File: config.mk
export PLATFORM = sky130hd
export DESIGN_NAME = fetch_stage
export DESIGN_NICKNAME = d
export VERILOG_FILES = /design/src/rtl/fetch_stage.sv
export SDC_FILE = /design/constraint.sdc
export NUM_CORES = 1
export LEC_CHECK = 0
export CAP_MARGIN = 15
export CORE_UTILIZATION = 45
export CTS_BUF_LIST = sky130_fd_sc_hd__clkbuf_8
export DETAILED_ROUTE_END_ITERATION = 8
export PLACE_DENSITY_LB_ADDON = 0.25
export SLEW_MARGIN = 20
export SYNTH_ARGS = -nofsm -noshare
export SYNTH_HDL_FRONTEND = slang
export SYNTH_SLANG_ARGS = --single-unit
File: constraint.sdc
create_clock -name clk -period 3.42 [get_ports clk]
set_clock_uncertainty 0.1 [all_clocks]
set_input_delay 0.342 -clock clk [delete_from_list [all_inputs] [get_ports clk]]
set_output_delay 0.342 -clock clk [all_outputs]
set_load 0.05 [all_outputs]
File: src/rtl/fetch_stage.sv
// Instruction fetch stage: credit-limited request issue, in-order response buffer,
// and redirect handling that drains responses belonging to the abandoned path.
module fetch_stage #(
  parameter int              PC_W     = 8,
  parameter logic [PC_W-1:0] RESET_PC = '0,
  parameter int              DEPTH    = 2
) (
  input  logic            clk,
  input  logic            rst_n,
  output logic            imem_req,
  output logic [PC_W-1:0] imem_addr,
  input  logic            imem_gnt,
  input  logic            imem_rvalid,
  input  logic [15:0]     imem_rdata,
  input  logic            redirect,
  input  logic [PC_W-1:0] redirect_pc,
  input  logic            stall,
  output logic [15:0]     instr,
  output logic [PC_W-1:0] instr_pc,
  output logic            instr_valid
);

  localparam int              CW      = $clog2(DEPTH + 1);
  localparam int              PW      = (DEPTH > 1) ? $clog2(DEPTH) : 1;
  localparam logic [PW-1:0]   LAST    = PW'(DEPTH - 1);
  localparam logic [CW:0]     DEPTH_C = (CW + 1)'(DEPTH);

  typedef enum logic {FETCH, FLUSH} state_t;

  state_t          state;
  logic [PC_W-1:0] pc;
  logic [CW-1:0]   outstanding;
  logic [CW-1:0]   count;
  logic [CW-1:0]   drop;
  logic [CW-1:0]   flush_cnt;
  logic [15:0]     buf_data [DEPTH];
  logic [PC_W-1:0] buf_pc   [DEPTH];
  logic [PW-1:0]   head;
  logic [PW-1:0]   tail;
  logic            grant;
  logic            push;
  logic            pop;
  logic [PC_W-1:0] resp_pc;

  // Every in-flight fetch owns a buffer slot, so a response can never find the buffer full.
  assign imem_req  = rst_n && (state == FETCH) && !redirect &&
                     (({1'b0, outstanding} + {1'b0, count}) < DEPTH_C);
  assign imem_addr = pc;

  assign grant     = imem_req && imem_gnt;
  assign push      = imem_rvalid && (state == FETCH) && (drop == '0);
  assign pop       = instr_valid && !stall;

  // In FETCH the in-flight requests are the consecutive addresses just below pc.
  assign resp_pc   = pc - PC_W'(outstanding);
  assign flush_cnt = imem_rvalid ? outstanding - 1'b1 : outstanding;

  assign instr_valid = (count != '0);
  assign instr       = buf_data[head];
  assign instr_pc    = buf_pc[head];

  always_ff @(posedge clk or negedge rst_n) begin
    if (!rst_n) begin
      state       <= FETCH;
      pc          <= RESET_PC;
      outstanding <= '0;
      count       <= '0;
      drop        <= '0;
      head        <= '0;
      tail        <= '0;
      for (int i = 0; i < DEPTH; i++) begin
        buf_data[i] <= '0;
        buf_pc[i]   <= '0;
      end
    end else if (redirect) begin
      pc          <= redirect_pc;
      count       <= '0;
      head        <= '0;
      tail        <= '0;
      outstanding <= flush_cnt;
      drop        <= flush_cnt;
      state       <= (flush_cnt != '0) ? FLUSH : FETCH;
    end else begin
      if (grant) begin
        pc <= pc + 1'b1;
      end
      outstanding <= outstanding + CW'(grant) - CW'(imem_rvalid);
      if ((state == FLUSH) && imem_rvalid) begin
        drop <= drop - 1'b1;
        if (drop == CW'(1)) begin
          state <= FETCH;
        end
      end
      if (push) begin
        buf_data[tail] <= imem_rdata;
        buf_pc[tail]   <= resp_pc;
        tail           <= (tail == LAST) ? '0 : tail + 1'b1;
      end
      if (pop) begin
        head <= (head == LAST) ? '0 : head + 1'b1;
      end
      count <= count + CW'(push) - CW'(pop);
    end
  end

endmodule

# Yosys cells after proc, flatten, opt, wreduce, memory -nomap -nowiden
# Cells that the tools add are included.
# totals
inputBits,30
output_inout_bits,34
elab_cells,81
register_bits,65
# classes
add_sub_neg,11
n_reduce_logical,21
muxes,29
n_eq_ne,1
bitwise,4
order_cmp,4
# ops
operator,count
two-way mux 16 bit,4
two-way mux 8 bit,6
bitwise mux 32 bit,1
bitwise mux 16 bit,1
demux 16 bit (select 1 bit),1
nonzero test 2 bit,7
two-way mux 1 bit,10
two-way mux 2 bit,5
logical AND 1 bit,9
adder 8 x 1 -> 8 bit (second input constant),1
demux 8 bit (select 1 bit),1
subtractor 8 x 2 -> 8 bit,1
adder 2 x 1 -> 2 bit,2
>= comparator 2 bit (second input constant),2
inverter 1 -> 2 bit,2
AND reduction 2 bit,2
subtractor 2 x 1 -> 2 bit,2
subtractor 2 x 1 -> 2 bit (second input constant),2
adder 2 x 2 -> 3 bit,1
< comparator 3 x 2 -> 1 bit (second input constant),1
adder 1 bit (second input constant),2
equality test 2 x 1 -> 1 bit (second input constant),1
logical NOT 1 bit,2
logical NOT 2 bit,1
other kinds (2),3

# Longest topological paths before layout
# Gate-level depths: netlist (run 1).
# depth
ltp_word,8
depth_mapped,11
ltp_nobuf,11

# Worst setup path before layout (run 1)
# No wires, ideal clock.
# synth_path
path_type,register to register
from,register outstanding[0]
to,register outstanding[1]
synth_period_minus_slack_ns,2.519
setup_ns,0.080
stages_incl_launch_ff,12
setup_slack_ns,0.901
path_buffers,0
required_time_ns,3.240
arrival_time_ns,2.339
cell_sequence,dfrtp_1 > and2_1 > fa_1 > and4bb_4 > nand2_4 > ha_1 > inv_1 > ha_1 > xnor2_1 > nor2_1 > a21oi_1 > xnor2_1
# synth_via
elab_chain_len,7
elab_cells_between_ends,9
cone_classes,4 x add/sub; 1 x order compare; 2 x mux; 2 x reduce/logical
# synth_lines
item,line_no,text
from (decl),32,logic [CW-1:0] outstanding;
from (signal assigned),80,outstanding <= flush_cnt;
from (signal assigned),87,outstanding <= outstanding + CW'(grant) - CW'(imem_rvalid);
adder 2 x 2 -> 3 bit,47,"(({1'b0, outstanding} + {1'b0, count}) < DEPTH_C);"
< comparator 3 x 2 -> 1 bit,47,
logical AND 1 bit,46,assign imem_req = rst_n && (state == FETCH) && !redirect &&
logical AND 1 bit,50,assign grant = imem_req && imem_gnt;
adder 2 x 1 -> 2 bit,87,
subtractor 2 x 1 -> 2 bit,87,
two-way mux 2 bit *,75,end else if (redirect) begin
# Mark *: on every way between the ends. The rest lies on a longest branch, timed or not.
# A chain may end at the register's enable or synchronous reset.

# Worst setup path in the final report (run 1)
# layout_path
from,register outstanding[0]
to,output port imem_req
# layout_via
elab_chain_len,3
# layout_lines
item,line_no,text
adder 2 x 2 -> 3 bit,47,
< comparator 3 x 2 -> 1 bit,47,
logical AND 1 bit,46,
to (decl),10,"output logic imem_req,"
# No other way between the ends.

==> metrics.csv, run 1 <==
metric,value,unit
run status,"complete, no violations",
vias in the first global route,2274,
CP startpoint kind,flip-flop,
CP Max Fanout,5,
Leak Pwr,1.95,nW
"Reg clk slew, reported paths",0.07,ns
Synth Flop Type,dfrtp_1,
buffers added on ports,63,
maximum clock insertion buffer count,2,
final worst-path cycle share,85.4,%
average via count per standard cell,5.01,
synth warn,0,
row count,30,
max frequency,342,MHz
CTS tree,done,
Slew @ Worst Pin,0.793,ns
clock sink count,65,
min cycle time layout,2.92,ns
Max-Cap Viols,0,
htree depth,3,
CP max stage delay,0.80,ns
worst hold margin,0.248,ns
VDD IR-drop max,0.000456,V
CP Data Required Time,2.98,ns
core area,0.00687,mm2
layout cells sized above 1,14.7,%
number of flops mapped to enable cells by yosys,0,
Setup TNS,0,ns
Gate Count Post-Synth,276,
drt initial violations,33,
arrival time at the worst endpoint,2.48,ns
Layout area overhead,29.6,%
fin util,61.2,%
I/O pins,64,
first-pass GRT wire length,10800,um
post-synthesis sequential area ratio,50.1,%
RSZ-0062 raised after global routing,false,
Hold Fails Final Rpt,0,
Pwr Total,3.84,mW
die area,0.00756,mm2
post-route antenna net violation count,0,
"Clk Latency, worst-skew pair",0.34,ns
Synth top area share,50.1,%
DRT Wirelength,6340,um
"Cell Area, Synth",0.00325,mm2
Syn Area/Cell,11.8,um2
"Async S/R FF share, synth",100,%
die height,86.9,um
setup repair bufs after CTS,0,
Synth top cells by count,"65 x dfrtp_1, 32 x mux2_1, 23 x mux2_2, 19 x nor2_1, 18 x nand2_1",
fillers,583,
Crit Path Class,flip-flop to output pin,
initial antenna violation count,0,
largest area contributor in the netlist,dfrtp_1,
initial core utilization,47.2,%
Avg WL per Cell,14.3,um
TritonCTS buffer count,9,
synthesis-stage register bit count,65,
nets@finish,382,
routed vias,2216,
Worst Hold Class,primary input to asynchronous set/reset pin,
Slew Limit Fails,0,
largest net degree at the start of global routing,65,
# DRC,0,
CP max-delay cell,clkdlybuf4s50_1,
final setup fails,0,
synth unique cells,37,
pwr dens,913,mW/mm2
Synth area leaders,"dfrtp_1 50%, mux2_1 11%, mux2_2 8.0%",
drt pass-1 iters,4,
die extent in x,86.9,um
most common cell in the netlist,dfrtp_1,
routability cong.,0.857,
CP Capture Type,output pin,
dpl hpwl,4300,um
Synthesized Nets,317,
# diodes,0,
"CP delay by family, top",buffers and inverters,
grt ovf,0,
crit path buf inv count,1,
GR Util All Layers,18.8,%
Root Driver,clkbuf_8,
cts repair resizes,0,
Slew headroom,47.1,%
cells along the critical path,"and2_1, fa_1, nor2_1, and3_1, clkdlybuf4s50_1",
==> metrics by stage <==
stage	setup slack [ns]	cells	area, um2
after floorplan	0.901	276	3250
after global placement	0.808	425	3950
after detailed placement	0.754	425	3950
after CTS	0.486	442	4210
after global routing	0.356	442	4210
final	0.500	442	4210
==> cell usage in the layout, fill, tap and decap left out, drive strengths merged, types with 5 or more instances in the layout <==
cell	Yosys	layout
nand4	5	5
mux2	56	56
nor2	20	20
buf	10	6
dfrtp	65	65
xor2	9	9
xnor2	8	8
clkbuf	5	10
o21ai	16	16
ha	9	9
nand2	19	19
clkdlybuf4s50	0	62
inv	11	12
a21oi	11	11
==> where the power goes <==
group | internal [mW] | total, mW | switching, mW
logic | 0.760 | 1.89 | 1.13
clock network | 0.500 | 0.795 | 0.295
registers | 0.995 | 1.16 | 0.162
==> final cells by class <==
type	instances	area, um2	area share [%]
Sequential cell	65	1630	38.7
Multi-Input combinational cell	185	1500	35.7
Timing Repair Buffer	69	673	16.0
Clock buffer	10	138	3.27
Tap cell	96	120	2.86
Clock inverter	6	106	2.53
Inverter	11	41.3	0.982
==> kinds of logic after synthesis <==
group / Yosys count / synth area share (%)
flip-flops: 65 / 50.1
AND/OR/NAND/NOR: 64 / 10.6
multiplexers: 58 / 20.2
AO/OA/AOI/OAI: 35 / 6.17
buffers and inverters: 26 / 3.62
XOR/XNOR: 17 / 4.59
adder cells (fa/ha/maj): 11 / 4.70
==> path summary, 6_finish.rpt <==
path	start	endpoint	slack [ns]	cells past startpoint
setup / recovery	outstanding[0]	imem_req	0.50	5
hold / removal	rst_n	imem_addr[1]	0.25	2
setup reg to reg	outstanding[0]	outstanding[1]	0.74	11
hold reg to reg	buf_pc[1]	buf_pc[1]	0.38	2
max in group asynchronous	rst_n	buf_pc[0]	1.99	3
min in group clk	buf_pc[1]	buf_pc[1]	0.38	2
==> per-layer routing <==
metal  global-route usage (%)  wire (um)  vias to the layer above
li1                         -          -                     1084
met1                     25.1       3050                     1066
met2                     29.6       2900                       56
met3                     4.83        257                       10
met4                     7.27        127                        0
met5                        0          0                        -
==> state kept, by name, indices dropped and copies added (netlist names) <==
register     count
state            1
buf_pc          16
outstanding      2
drop             2
count            2
head             1
buf_data        32
tail             1
imem_addr        8
==> repair_timing <==
action	in CTS	in global routing
hold buffers	1	0
endpoints found under the setup margin	0	0
endpoints found under the hold margin	1	0
(Power assumes the default switching activity.)
==> inputs of run 2 (changes only) <==
--- a/config.mk
+++ b/config.mk
@@ -10,6 +10,7 @@
 export CTS_BUF_LIST = sky130_fd_sc_hd__clkbuf_8
 export DETAILED_ROUTE_END_ITERATION = 8
 export PLACE_DENSITY_LB_ADDON = 0.25
+export RECOVER_POWER = 100
 export SLEW_MARGIN = 20
 export SYNTH_ARGS = -nofsm -noshare
 export SYNTH_HDL_FRONTEND = slang
==> run 2 against run 1 <==
Net effect:
- first-iteration DRC count is 67% higher
- critical path depth stayed put
- fmax is 2.1% lower
- the run now ends with max-capacitance violations, max-slew violations left
- combinational power is 5% lower
- clock-buffer cell count stayed put
- critical path type unchanged
- critical endpoint unchanged
- worst setup slack worse by 0.063 ns
- sequential power hardly changed
- global-route usage stayed put
- non-clock buffer count stayed put
==> metrics.csv, run 2 (synthesized netlist as in run 1, its figures left out) <==
metric,value,unit,change
run status,"finished, violations left",,
violated checks,"max-capacitance violations, max-slew violations",,
average via count per standard cell,5.06,,+0.95%
drt initial violations,55,,+67%
RSZ-0062 raised after global routing,false,,
GR Util All Layers,18.8,%,unchanged
Layout area overhead,28.7,%,
dpl hpwl,4300,um,unchanged
arrival time at the worst endpoint,2.54,ns,+0.06 ns
cts repair resizes,0,,unchanged
share of total power in sequential cells,30.9,%,+0.8 points
max FFs per register,32,,unchanged
Slew Limit Fails,130,,+130
CP Data Required Time,2.98,ns,about the same
pwr dens,897,mW/mm2,-1.8%
max frequency,335,MHz,-2.1%
"Clk Latency, worst-skew pair",0.34,ns,about the same
Hold Fails Final Rpt,0,,unchanged
layout cells sized above 1,12.7,%,-2.0 points
core area,0.00687,mm2,unchanged
Worst Hold Class,primary input to asynchronous set/reset pin,,
"Reg clk slew, reported paths",0.07,ns,about the same
# diodes,0,,unchanged
I/O pins,64,,unchanged
CP max stage delay,0.87,ns,+0.07 ns
Pwr Total,3.75,mW,-2.5%
CP startpoint kind,flip-flop,,
CTS tree,done,,
"commonest non-fill, non-tap cell in the layout",dfrtp_1,,
post-route antenna net violation count,0,,unchanged
CP Max Fanout,5,,unchanged
drt pass-1 iters,4,,unchanged
CP max-delay cell,dlygate4sd3_1,,
"non-filler cells, final",442,,unchanged
Root Driver,clkbuf_8,,
htree depth,3,,unchanged
Comb power frac,47.9,%,-1.3 points
grt ovf,0,,unchanged
final setup fails,0,,unchanged
cells along the critical path,"and2_0, fa_1, nor2_1, and3_1, dlygate4sd3_1",,
Max-Cap Viols,3,,+3
clock sink count,65,,unchanged
switching portion of total power,41.9,%,+0.61 points
Leak Pwr,1.97,nW,+0.75%
routed vias,2237,,+0.95%
vias in the first global route,2274,,unchanged
Worst Slack Setup Final,0.437,ns,-0.0629 ns
Crit Path Class,flip-flop to output pin,,
VDD IR-drop max,0.000440,V,-3.4%
min cycle time layout,2.98,ns,+0.0629 ns
maximum clock insertion buffer count,2,,unchanged
initial antenna violation count,0,,unchanged
TritonCTS buffer count,9,,unchanged
Placed Instances,425,,unchanged
first-pass GRT wire length,10800,um,unchanged
Setup TNS,0,ns,unchanged
net switching component of the power,1.57,mW,-1.1%
initial core utilization,47.2,%,unchanged
# DRC,0,,unchanged
die area,0.00756,mm2,unchanged
Clock Power Share,21.2,%,+0.5 points
Largest Register,buf_data,,
nets@finish,382,,unchanged
final worst-path cycle share,87.2,%,+1.8 points
buffers added on ports,63,,unchanged
CP Capture Type,output pin,,
die extent in x,86.9,um,unchanged
row count,30,,unchanged
routability cong.,0.857,,unchanged
Avg WL per Cell,14.4,um,+0.19%
die height,86.9,um,unchanged
Slew @ Worst Pin,1.64,ns,+0.847 ns
DRT Wirelength,6350,um,+0.19%
largest net degree at the start of global routing,65,,unchanged
most frequent cells in the layout,"65 x dfrtp_1, 36 x dlygate4sd3_1, 33 x mux2_1",,
Int Pwr,2.18,mW,-3.5%
pre-CTS setup slack,0.754,ns,unchanged
Slew headroom,-9.33,%,-56 points
==> run 2: power by group through the flow <==
stage,Clock (mW),Combinational (mW),Sequential [mW]
global route,0.847,1.93,1.19
detailed placement,0,1.90,1.17
global placement,0,1.88,1.16
floorplan,0,1.35,1.15
CTS,0.812,1.91,1.16
finish,0.795,1.79,1.16
==> run 2: final timing paths <==
kind / from / end / slack [ns] / depth (start not counted)
min reg2reg: buf_pc[1] / buf_pc[1] / 0.38 / 2
max in group asynchronous: rst_n / buf_pc[0] / 1.15 / 3
min in group clk: buf_pc[1] / buf_pc[1] / 0.38 / 2
max: outstanding[0] / imem_req / 0.44 / 5
max reg2reg: outstanding[0] / outstanding[1] / 0.50 / 11
min: rst_n / imem_addr[1] / 0.29 / 2
==> run 2: routing by layer <==
layer	GRT usage, %	vias up	wire (um)
met5	0	-	0
met4	7.27	0	128
met3	4.83	11	280
met2	29.6	65	2890
met1	25.1	1074	3050
li1	-	1087	-
==> run 2: timing repair <==
action / CTS / global route
hold buffers: 1 / 0
buffers inserted: 0 / 0
hold endpoints to repair: 1 / 0
==> run 2: metrics by stage <==
stage | hold WS [ns] | cell area (um2) | util, %
floorplan | -0.0536 | 3250 | -
global placement | 0.0693 | 3950 | 57.5
detailed placement | 0.0666 | 3950 | 57.5
CTS | 0.248 | 4210 | 61.2
global route | 0.296 | 4180 | 60.8
finish | 0.286 | 4180 | 60.8
==> run 2: cell type report <==
cell class	count	area [um2]
clock buffer	10	138
clock inverter	6	106
timing repair buffer	69	658
fill	591	2690
inverter	11	41.3
multi-input combinational	185	1490
sequential	65	1630
tap	96	120
==> run 2: worst max-delay path: cells and delay by family (launching register included) <==
family        cells  cell delay (ns)
fa+ha+maj         1             0.46
buf+inv           1             0.87
flops             1             0.44
simple gates      3             0.43
==> inputs of run 3 (changes only) <==
==> constraint.sdc (replaced) <==
create_clock -name clk -period 3.42 [get_ports clk]
set_clock_uncertainty 0.1 [all_clocks]
set_input_delay 0.342 -clock clk [delete_from_list [all_inputs] [get_ports clk]]
set_output_delay 0.342 -clock clk [all_outputs]
set_load 0.1 [all_outputs]
==> run 3 against run 2 <==
Net effect:
- non-clock buffer count down 1
- the flow still finishes with violations (max-capacitance violations, max-slew violations)
- utilization is 2.7 points lower
- global-route usage shrank 0.10 points
- flip-flop and latch count unchanged
- hold slack better by 0.096 ns
- worst setup slack better by 0.014 ns
- sequential share of layout area is 1.8 points higher
- critical path depth down 2
- die area did not move
- first-iteration DRC count increased by 42%
- clock-buffer cell count rose by 1
- highest routed layer unchanged
==> metrics.csv, run 3 (synthesized netlist as in run 1, its figures left out) <==
metric,value,unit,change
run status,"finished, violations left",,
violated checks,"max-capacitance violations, max-slew violations",,
most frequent cells in the layout,"65 x dfrtp_1, 33 x mux2_1, 27 x clkdlybuf4s50_1",,
grt ovf,0,,unchanged
TritonCTS buffer count,9,,unchanged
drt pass-1 iters,4,,unchanged
Slew Limit Fails,99,,-24%
Root Driver,clkbuf_8,,
initial core utilization,47.2,%,unchanged
core area,0.00687,mm2,unchanged
CP Capture Type,output pin,,
min cycle time layout,2.97,ns,-0.0140 ns
Hold Fails Final Rpt,0,,unchanged
die height,86.9,um,unchanged
Reg area,0.00163,mm2,unchanged
Layout area overhead,23.0,%,
arrival time at the worst endpoint,2.53,ns,about the same
Worst Hold Class,flip-flop to flip-flop,,
first-pass GRT wire length,10600,um,-1.5%
largest net degree at the start of global routing,67,,+3.1%
worst hold margin,0.382,ns,+0.0963 ns
die extent in x,86.9,um,unchanged
# DRC,0,,unchanged
vias in the first global route,2245,,-1.3%
RSZ-0062 raised after global routing,false,,
I/O pins,64,,unchanged
Max-Cap Viols,2,,-1
row count,30,,unchanged
die area,0.00756,mm2,unchanged
pre-CTS setup slack,0.768,ns,+0.0144 ns
clock sink count,65,,unchanged
cts repair resizes,0,,unchanged
CTS tree,done,,
area of the multi-input gates,0.00148,mm2,-0.42%
CP startpoint kind,flip-flop,,
CP Max Fanout,16,,+11
Slew @ Worst Pin,1.61,ns,-0.0263 ns
htree depth,3,,unchanged
max FFs per register,32,,unchanged
drt initial violations,78,,+42%
# diodes,0,,unchanged
Slew headroom,-7.58,%,+1.8 points
max frequency,337,MHz,+0.47%
final setup fails,0,,unchanged
Worst Slack Setup Final,0.451,ns,+0.0140 ns
final worst-path cycle share,86.8,%,-0.41 points
Crit Path Class,flip-flop to output pin,,
nets@finish,381,,-0.26%
fillers,618,,+4.6%
CP Data Required Time,2.98,ns,about the same
buffers added on ports,63,,unchanged
dpl hpwl,4410,um,+2.7%
routed vias,2216,,-0.94%
Largest Register,buf_data,,
"Clk Latency, worst-skew pair",0.33,ns,about the same
Setup TNS,0,ns,unchanged
initial antenna violation count,0,,unchanged
DRT Wirelength,6310,um,-0.68%
post-route antenna net violation count,0,,unchanged
average via count per standard cell,5.02,,-0.71%
GR Util All Layers,18.7,%,-0.10 points
"Reg clk slew, reported paths",0.07,ns,about the same
maximum clock insertion buffer count,2,,unchanged
"commonest non-fill, non-tap cell in the layout",dfrtp_1,,
Avg WL per Cell,14.3,um,-0.45%
layout cells sized above 1,17.4,%,+4.7 points
routability cong.,0.856,,about the same
Post-CTS Hold Fix Bufs,0,,-1
setup repair bufs after CTS,0,,unchanged
## run 3: path summary, 6_finish.rpt
check                               start             end  slack (ns)  depth (start not counted)
hold reg to reg                 buf_pc[7]       buf_pc[7]        0.38                          2
hold / removal                  buf_pc[7]       buf_pc[7]        0.38                          2
max in group asynchronous           rst_n        count[1]        1.78                          2
setup reg to reg           outstanding[0]  outstanding[1]        0.53                         11
setup / recovery                     head        instr[2]        0.45                          3
min in group asynchronous           rst_n    buf_data[31]        0.51                          2
## run 3: worst max-delay path: stages, from the launching register on
cell,delay (ns)
dfrtp_1,0.62
clkbuf_1,0.76
mux2_2,0.42
clkbuf_2,0.37
## run 3: per-layer routing
| layer | up-vias | GRT usage [%] | wire (um) |
|---|---|---|---|
| li1 | 1085 | - | - |
| met1 | 1062 | 24.9 | 2980 |
| met2 | 64 | 29.5 | 2960 |
| met3 | 5 | 6.35 | 319 |
| met4 | 0 | 4.85 | 46 |
| met5 | - | 0 | 0 |
## run 3: cell type report
class | instances | area share (%)
inverters | 11 | 1.03
well taps | 96 | 3.01
clock inverters | 5 | 1.38
clock buffers | 11 | 3.79
repair buffers | 68 | 13.0
multi-input cells | 185 | 37.1
flip-flops and latches | 65 | 40.7
## run 3: per-stage QoR
step / util [%] / instance area [um2] / instances
4_1_cts: 59.6 / 4100 / 441
3_3_place_gp: 56.6 / 3890 / 425
5_1_grt: 58.1 / 3990 / 441
6_report: 58.1 / 3990 / 441
2_1_floorplan: - / 3250 / 276
3_5_place_dp: 56.6 / 3890 / 425
Power of run 3 is left out: the tool's default activity adds up to more than one toggle a clock period on the data nets, which glitch-free logic cannot reach.
